==> src/rtl/pipe_reg_chain_if.sv <==
// Stream bundle for pipe_reg_chain: upstream in_* and downstream out_* handshakes.
// The slave view belongs to the chain; the master view belongs to the environment.
interface pipe_reg_chain_if #(
    parameter int WIDTH = 18
);
    logic [WIDTH-1:0] in_data;
    logic             in_valid;
    logic             in_ready;
    logic [WIDTH-1:0] out_data;
    logic             out_valid;
    logic             out_ready;

    modport slave (
        input  in_data, in_valid, out_ready,
        output in_ready, out_data, out_valid
    );

    modport master (
        output in_data, in_valid, out_ready,
        input  in_ready, out_data, out_valid
    );
endinterface

==> src/rtl/pipe_reg_chain.sv <==
// Elastic DEPTH-stage register chain with valid/ready flow control, bubble collapsing,
// global clock enable, synchronous flush and a registered occupancy count.
module pipe_reg_chain #(
    parameter int WIDTH    = 18,
    parameter int DEPTH    = 2,
    parameter bit RST_DATA = 1'b1,
    localparam int CW      = (DEPTH < 1) ? 1 : $clog2(DEPTH + 1)
) (
    input  logic          clk,
    input  logic          rst,
    input  logic          ce,
    input  logic          flush,
    pipe_reg_chain_if.slave bus,
    output logic [CW-1:0] count
);

    if (DEPTH == 0) begin : g_pass
        logic unused_s;
        assign unused_s      = clk ^ rst ^ flush;
        assign bus.out_data  = bus.in_data;
        assign bus.out_valid = bus.in_valid & ce;
        assign bus.in_ready  = bus.out_ready & ce;
        assign count         = '0;
    end else begin : g_chain
        logic [WIDTH-1:0] data_q [DEPTH];
        logic [WIDTH-1:0] data_d [DEPTH];
        logic [DEPTH-1:0] v_q;
        logic [DEPTH-1:0] v_d;
        logic [DEPTH-1:0] load_s;
        logic [CW-1:0]    count_q;
        logic [CW-1:0]    count_d;

        function automatic logic [CW-1:0] popcount(input logic [DEPTH-1:0] vec);
            logic [CW-1:0] n;
            n = '0;
            for (int k = 0; k < DEPTH; k++) begin
                n = n + CW'(vec[k]);
            end
            return n;
        endfunction

        // Load enables: walk from the output back, a stage can take new data if empty or draining.
        always_comb begin
            logic room;
            logic adv;
            load_s = '0;
            room   = bus.out_ready;
            for (int k = DEPTH - 1; k >= 0; k--) begin
                adv       = ce & v_q[k] & room;
                load_s[k] = ce & (~v_q[k] | adv);
                room      = ~v_q[k] | adv;
            end
        end

        assign bus.in_ready = load_s[0] & ~flush & ~rst;

        // Next-state for valid bits, data and occupancy; flush only acts while enabled.
        always_comb begin
            v_d    = v_q;
            data_d = data_q;
            if (ce & flush) begin
                v_d = '0;
                if (RST_DATA) begin
                    data_d = '{default: '0};
                end else begin
                    data_d = data_q;
                end
            end else begin
                v_d[0]    = load_s[0] ? (bus.in_valid & bus.in_ready) : v_q[0];
                data_d[0] = load_s[0] ? bus.in_data : data_q[0];
                for (int k = 1; k < DEPTH; k++) begin
                    v_d[k]    = load_s[k] ? v_q[k-1] : v_q[k];
                    data_d[k] = load_s[k] ? data_q[k-1] : data_q[k];
                end
            end
            count_d = popcount(v_d);
        end

        // Control state register.
        always_ff @(posedge clk or posedge rst) begin
            if (rst) begin
                v_q     <= '0;
                count_q <= '0;
            end else begin
                v_q     <= v_d;
                count_q <= count_d;
            end
        end

        if (RST_DATA) begin : g_data_rst
            // Data registers cleared by reset.
            always_ff @(posedge clk or posedge rst) begin
                if (rst) begin
                    data_q <= '{default: '0};
                end else begin
                    data_q <= data_d;
                end
            end
        end else begin : g_data_nrst
            // Data registers without reset; validity is tracked by v_q alone.
            always_ff @(posedge clk) begin
                data_q <= data_d;
            end
        end

        assign bus.out_data  = data_q[DEPTH-1];
        assign bus.out_valid = v_q[DEPTH-1];
        assign count         = count_q;
    end

endmodule

==> src/flat_wrapper.sv <==
// flat-port wrapper written by rule: the top's interface ports become plain ports
module pipe_reg_chain_flat 
#(
    parameter int WIDTH    = 18,
    parameter int DEPTH    = 2,
    parameter bit RST_DATA = 1'b1,
    localparam int CW      = (DEPTH < 1) ? 1 : $clog2(DEPTH + 1)
)
  (clk, rst, ce, flush, count, bus_in_data, bus_in_valid, bus_out_ready, bus_in_ready, bus_out_data, bus_out_valid);
  pipe_reg_chain_if #(.WIDTH(WIDTH)) bus_i ();
  input  logic clk;
  input  logic rst;
  input  logic ce;
  input  logic flush;
  output logic [CW-1:0] count;
  input wire logic [$bits(bus_i.in_data)-1:0] bus_in_data;
  input wire logic [$bits(bus_i.in_valid)-1:0] bus_in_valid;
  input wire logic [$bits(bus_i.out_ready)-1:0] bus_out_ready;
  output wire logic [$bits(bus_i.in_ready)-1:0] bus_in_ready;
  output wire logic [$bits(bus_i.out_data)-1:0] bus_out_data;
  output wire logic [$bits(bus_i.out_valid)-1:0] bus_out_valid;
  assign bus_i.in_data = bus_in_data;
  assign bus_i.in_valid = bus_in_valid;
  assign bus_i.out_ready = bus_out_ready;
  assign bus_in_ready = bus_i.in_ready;
  assign bus_out_data = bus_i.out_data;
  assign bus_out_valid = bus_i.out_valid;
  pipe_reg_chain #(.WIDTH(WIDTH), .DEPTH(DEPTH), .RST_DATA(RST_DATA)) u_core (.clk(clk), .rst(rst), .ce(ce), .flush(flush), .bus(bus_i), .count(count));
endmodule
==> config.mk <==
export PLATFORM = sky130hd
export DESIGN_NAME = pipe_reg_chain_flat
export DESIGN_NICKNAME = d
export VERILOG_FILES = /design/src/rtl/pipe_reg_chain_if.sv /design/src/rtl/pipe_reg_chain.sv /design/src/flat_wrapper.sv
export SDC_FILE = /design/constraint.sdc
export NUM_CORES = 1
export LEC_CHECK = 0
export BUFFER_PORTS_ARGS = -buffer_cell sky130_fd_sc_hd__buf_2
export CAP_MARGIN = 25
export CELL_PAD_IN_SITES_DETAIL_PLACEMENT = 1
export CELL_PAD_IN_SITES_GLOBAL_PLACEMENT = 2
export CORE_ASPECT_RATIO = 0.5
export CORE_UTILIZATION = 34
export CTS_CLUSTER_DIAMETER = 80
export DETAILED_ROUTE_END_ITERATION = 10
export PLACE_DENSITY_LB_ADDON = 0.05
export SYNTH_ARGS = -nofsm -noshare
export SYNTH_HDL_FRONTEND = slang
export SYNTH_SLANG_ARGS = --single-unit
export TNS_END_PERCENT = 5
==> constraint.sdc <==
create_clock -name clk -period 1.9 [get_ports clk]
set_input_delay 0.095 -clock clk [delete_from_list [all_inputs] [get_ports clk]]
set_output_delay 0.095 -clock clk [all_outputs]
set_load 0.02 [all_outputs]
**After elaboration in Yosys (flattened, before gate mapping)**

Cells that the tools add are included.

- Logic and storage cells: 29
- Bits in writable memories: 0
- Memory bits (read-only): 0
- Latch bits: 0
- Memories kept: 0
- Flip-flop bits (word level): 40

- Mux-type cells: 6
- Multiply operators: 0
- Equal/unequal tests: 0
- Reduce and logical (&&, ||, !) cells: 2
- Divide/modulo/power cells: 0
- Bitwise gates (word level): 16
- $add $sub $neg: 1
- Order comparisons: 0
- Shift-type cells: 0

Operator list:

| kind | count |
|---|---|
| $mux 18 | 2 |
| $mux 36 | 1 |
| $and 1x1->1 | 10 |
| $not 1->1 | 4 |
| $reduce_bool 2->1 | 2 |
| $add 1x1->2 | 1 |
| $mux 1 | 2 |
| $mux 2 | 1 |
| $or 1x1->1 | 2 |

**Depth between registers and ports, before layout**

- Depth in word-level cells: 12
- Gate-level depth with buffers: 5
- Mapped depth without buffers: 4

**Least setup slack after synthesis**

No wires, ideal clock.

- Path type: input port to flip-flop
- Start: input rst
- End: register u_core.g_chain.count_q[0], in the netlist u_core.count[0]
- Stages: 3
- Buffers on the path: 0
- Path slack: 0.289 ns
- Arrival: 1.485 ns
- Library setup time: 0.126 ns
- Path through: inv_1 > a32o_1 > ha_1

- Cells in the longest elaborated chain, start to end: 6

Ends and longest elaborated chain:

| element | line | RTL |
|---|---|---|
| from (decl) | flat_wrapper.sv:12 | `input logic rst;` |
| $not 1->1 | pipe_reg_chain.sv:55 | `assign bus.in_ready = load_s[0] & ~flush & ~rst;` |
| $and 1x1->1 | pipe_reg_chain.sv:55 |  |
| $and 1x1->1 | pipe_reg_chain.sv:69 | `v_d[0] = load_s[0] ? (bus.in_valid & bus.in_ready) : v_q[0];` |
| $mux 1 | pipe_reg_chain.sv:69 |  |
| $mux 2 | pipe_reg_chain.sv:61 | `if (ce & flush) begin` |
| via u_core.g_chain.v_d[0] | pipe_reg_chain.sv:28 | `logic [DEPTH-1:0] v_d;` |
| $add 1x1->2 | pipe_reg_chain.sv:37 | `n = n + CW'(vec[k]);` |
| via u_core.g_chain.count_d[0] | pipe_reg_chain.sv:31 | `logic [CW-1:0] count_d;` |
| to (signal assigned) | pipe_reg_chain.sv:86 | `count_q <= count_d;` |
| to (decl) | pipe_reg_chain.sv:30 | `logic [CW-1:0] count_q;` |

The timed path passes the listed nets, and every way through them passes these cells.
A chain may end at the register's enable or synchronous reset.

**Final worst setup path**

- Start: input rst
- End: output bus_in_ready

- Cells in the longest elaborated chain, start to end: 2

Ends and longest elaborated chain:

| element | line | RTL |
|---|---|---|
| $not 1->1 | pipe_reg_chain.sv:55 |  |
| $and 1x1->1 | pipe_reg_chain.sv:55 |  |
| to (decl) | flat_wrapper.sv:19 | `output wire logic [$bits(bus_i.in_ready)-1:0] bus_in_ready;` |

No other way between the ends.

==> results_dict.tcl <==
set metrics [dict create \
    cts_buffers 5 \
    netlist_area_um2 1660 \
    start_kind "input pin" \
    synth_top_area_share 0.605 \
    rsz0062_at_grt "no" \
    min_to "u_core.g_chain.data_q[19]" \
    first_iter_violations 60 \
    ys.flop_type "dfrtp_1" \
    stdcell_count 215 \
    port_buffers 45 \
    dp_hpwl_um 2370 \
    maxSlewHeadroom 0.436 \
    synth_warnings 0 \
    synth.top_cells.by_count "dfrtp_1 (40), a22o_1 (19), buf_4 (19), a22o_2 (18), buf_6 (3)" \
    synth_compound_area_frac 0.239 \
    worst_pin_slew_ns 0.845 \
    pin_count 46 \
    die-area_um2 5170 \
    synth.area.top_cells "dfrtp_1 (60%), a22o_2 (11%), a22o_1 (10%), buf_4 (8.6%), buf_6 (2.0%)" \
    viasPerCell 4.80 \
    max_freq_mhz 588 \
    syn_inst 113 \
    path_clk_slew_ns 0.07 \
    crit_arrival_ns 1.61 \
    floorplan.initialDensity 0.365 \
    antenna_found_initial 0 \
    reg2reg_depth 3 \
    num_vias 1033 \
    yosysSeqAreaShare 0.605 \
    synth_edf_count 0 \
    die_x_um 101 \
    antenna_left 0 \
    power.density_nw_per_um2 956 \
    syn-num-nets 138 \
    grt_pass1_vias 1123 \
    cap_violations 0 \
    slew_viol_final 0 \
    fin_nets 173 \
    hp-start "bus_in_data[1]" \
    grt-ovfl-total 0 \
    r2r_end "u_core.g_chain.data_q[21]" \
    grt.total_usage 0.154 \
    p_leak_uw 0.00101 \
    min_path_cells 2 \
    cts_sinks 40 \
    crit_path_end_kind "output port" \
    synth-xor-area-share 0 \
    cts_buffer_depth 2 \
    synth_top_area_cell "dfrtp_1" \
    clk_latency_ns 0.28 \
    place_ws_ns 0.392 \
    fp.dieH_um 51.3 \
    cts-root-buf "clkbuf_8" \
    synth-simple-area-share 0.0401 \
    antennaDiodeCount 0 \
    synthAdderAreaFrac 0.00756 \
    dpl.cell_count 206 \
    cts_tree "built" \
    finalHoldViolCount 0 \
    num_rows 17 \
    layout-drive-gt1-share 0.557 \
    wl_um 3390 \
    vdd_drop_max_mv 0.319 \
    grt_max_degree 19 \
    reg2reg_from "u_core.g_chain.v_q[1]" \
    htreeDepth 2 \
    worst_slack_ns 0.200 \
    grt_pass1_wl_um 5820 \
    area_delta_synth_final_pct 16.9 \
    syn_area_per_cell_um2 14.6 \
    synthMuxAreaShare 0 \
    async_reset_ff_frac 1.00 \
    hold_class "input pin to flop" \
    setup_tns_ns 0 \
    drt_pass1_iterations 4 \
    post-route-drc-count 0 \
    crit_type "input pin to output port" \
    setup_viol 0 \
    synth_top_family_by_area "compound AO/OA/AOI/OAI gates" \
    gp_congestion 0.752 \
    min_period_ns 1.70 \
    post_cts_buffers 0 \
    yosysMostFrequentCell "dfrtp_1" \
    path_max_fanout 14 \
    netlist-cell-type-count 18 \
    final.setup_skew_ns 0.00354 \
    crit_required_ns 1.80 \
    synth_seq_cells 40 \
    r2r_slack_ns 0.38 \
    status "complete, no violations" \
    fin_crit_sh 0.895 \
    drt-wirelength-per-cell_um 15.8 \
    core_um2 4530 \
]
==> power by group <==
part / total, uW / internal [uW] / switching [uW]
combinational: 232 / 103 / 129
clock: 670 / 390 / 281
sequential: 947 / 911 / 35.8
==> worst max-delay path by stage <==
stage | startpoint | endpoint | slack (ns) | cells after the start
final | rst | bus_in_ready | 0.20 | 5
after global routing | rst | bus_in_ready | 0.06 | 5
after CTS | rst | bus_in_ready | 0.17 | 5
after detailed placement | u_core.g_chain.v_q[1] | u_core.g_chain.data_q[22] | 0.39 | 3
after global placement | u_core.g_chain.v_q[1] | u_core.g_chain.data_q[31] | 0.41 | 3
after floorplan | rst | u_core.count[0] | 0.29 | 3
==> through the flow <==
stage | util | instance area [um2] | hold WS, ns | power (uW)
detailed placement | 0.401 | 1820 | 0.0785 | 1200
global placement | 0.401 | 1820 | 0.0706 | 1200
global route | 0.427 | 1930 | 0.00984 | 1950
finish | 0.427 | 1930 | 0.0345 | 1850
floorplan | - | 1660 | 0.239 | 1140
CTS | 0.427 | 1930 | 0.0232 | 1880
==> cell type report <==
| class | instances | area (um2) |
|---|---|---|
| Sequential cell | 40 | 1000 |
| Multi-Input combinational cell | 50 | 474 |
| Timing Repair Buffer | 50 | 265 |
| Fill cell | 482 | 2600 |
| Clock buffer | 6 | 72.6 |
| Tap cell | 66 | 82.6 |
| Clock inverter | 2 | 35.0 |
| Inverter | 1 | 3.75 |
==> critical path: stages <==
cell,delay [ns]
dlygate4sd3_1,0.52
buf_2,0.10
clkinv_1,0.39
and2_2,0.35
buf_2,0.15
==> placed cells by master (no fill, tap or decap) <==
master / count
a21oi_4: 1
a22o_1: 19
a22o_2: 18
a32o_1: 1
and2_2: 1
and2b_2: 1
and2b_4: 1
buf_2: 45
buf_4: 4
bufinv_16: 1
clkbuf_1: 1
clkbuf_8: 5
clkinv_1: 1
clkinv_2: 1
dfrtp_1: 40
dlygate4sd3_1: 1
ha_1: 1
nand2b_1: 1
nand2b_2: 1
nand2b_4: 1
nor2_4: 1
o21ai_0: 1
o21ai_2: 2
==> per-layer routing <==
layer,routed length (um),share of wire,track usage
met4,17,0.0050,0.0435
met3,240,0.071,0.0547
met1,1720,0.51,0.221
met2,1420,0.42,0.215
met5,0,0,0
==> kinds of logic (layout without fill, tap and decap cells) <==
logic type | after synthesis | count (layout)
buffers and inverters | 23 | 59
flip-flops | 40 | 40
AO/OA/AOI/OAI | 42 | 42
AND/OR/NAND/NOR | 7 | 7
adder cells (fa/ha/maj) | 1 | 1
==> state kept, by name, indices dropped and copies added, names as in the netlist <==
| name | count |
|---|---|
| u_core.g_chain.data_q | 18 |
| u_core.count | 2 |
| u_core.bus.out_data | 18 |
| u_core.g_chain.v_q | 2 |
==> timing repair <==
item,4_1_cts,5_1_grt
hold buffers,1,0
resized for setup,0,0
hold endpoints to repair,10,0
No activity file was read; power rests on OpenSTA's default activity.
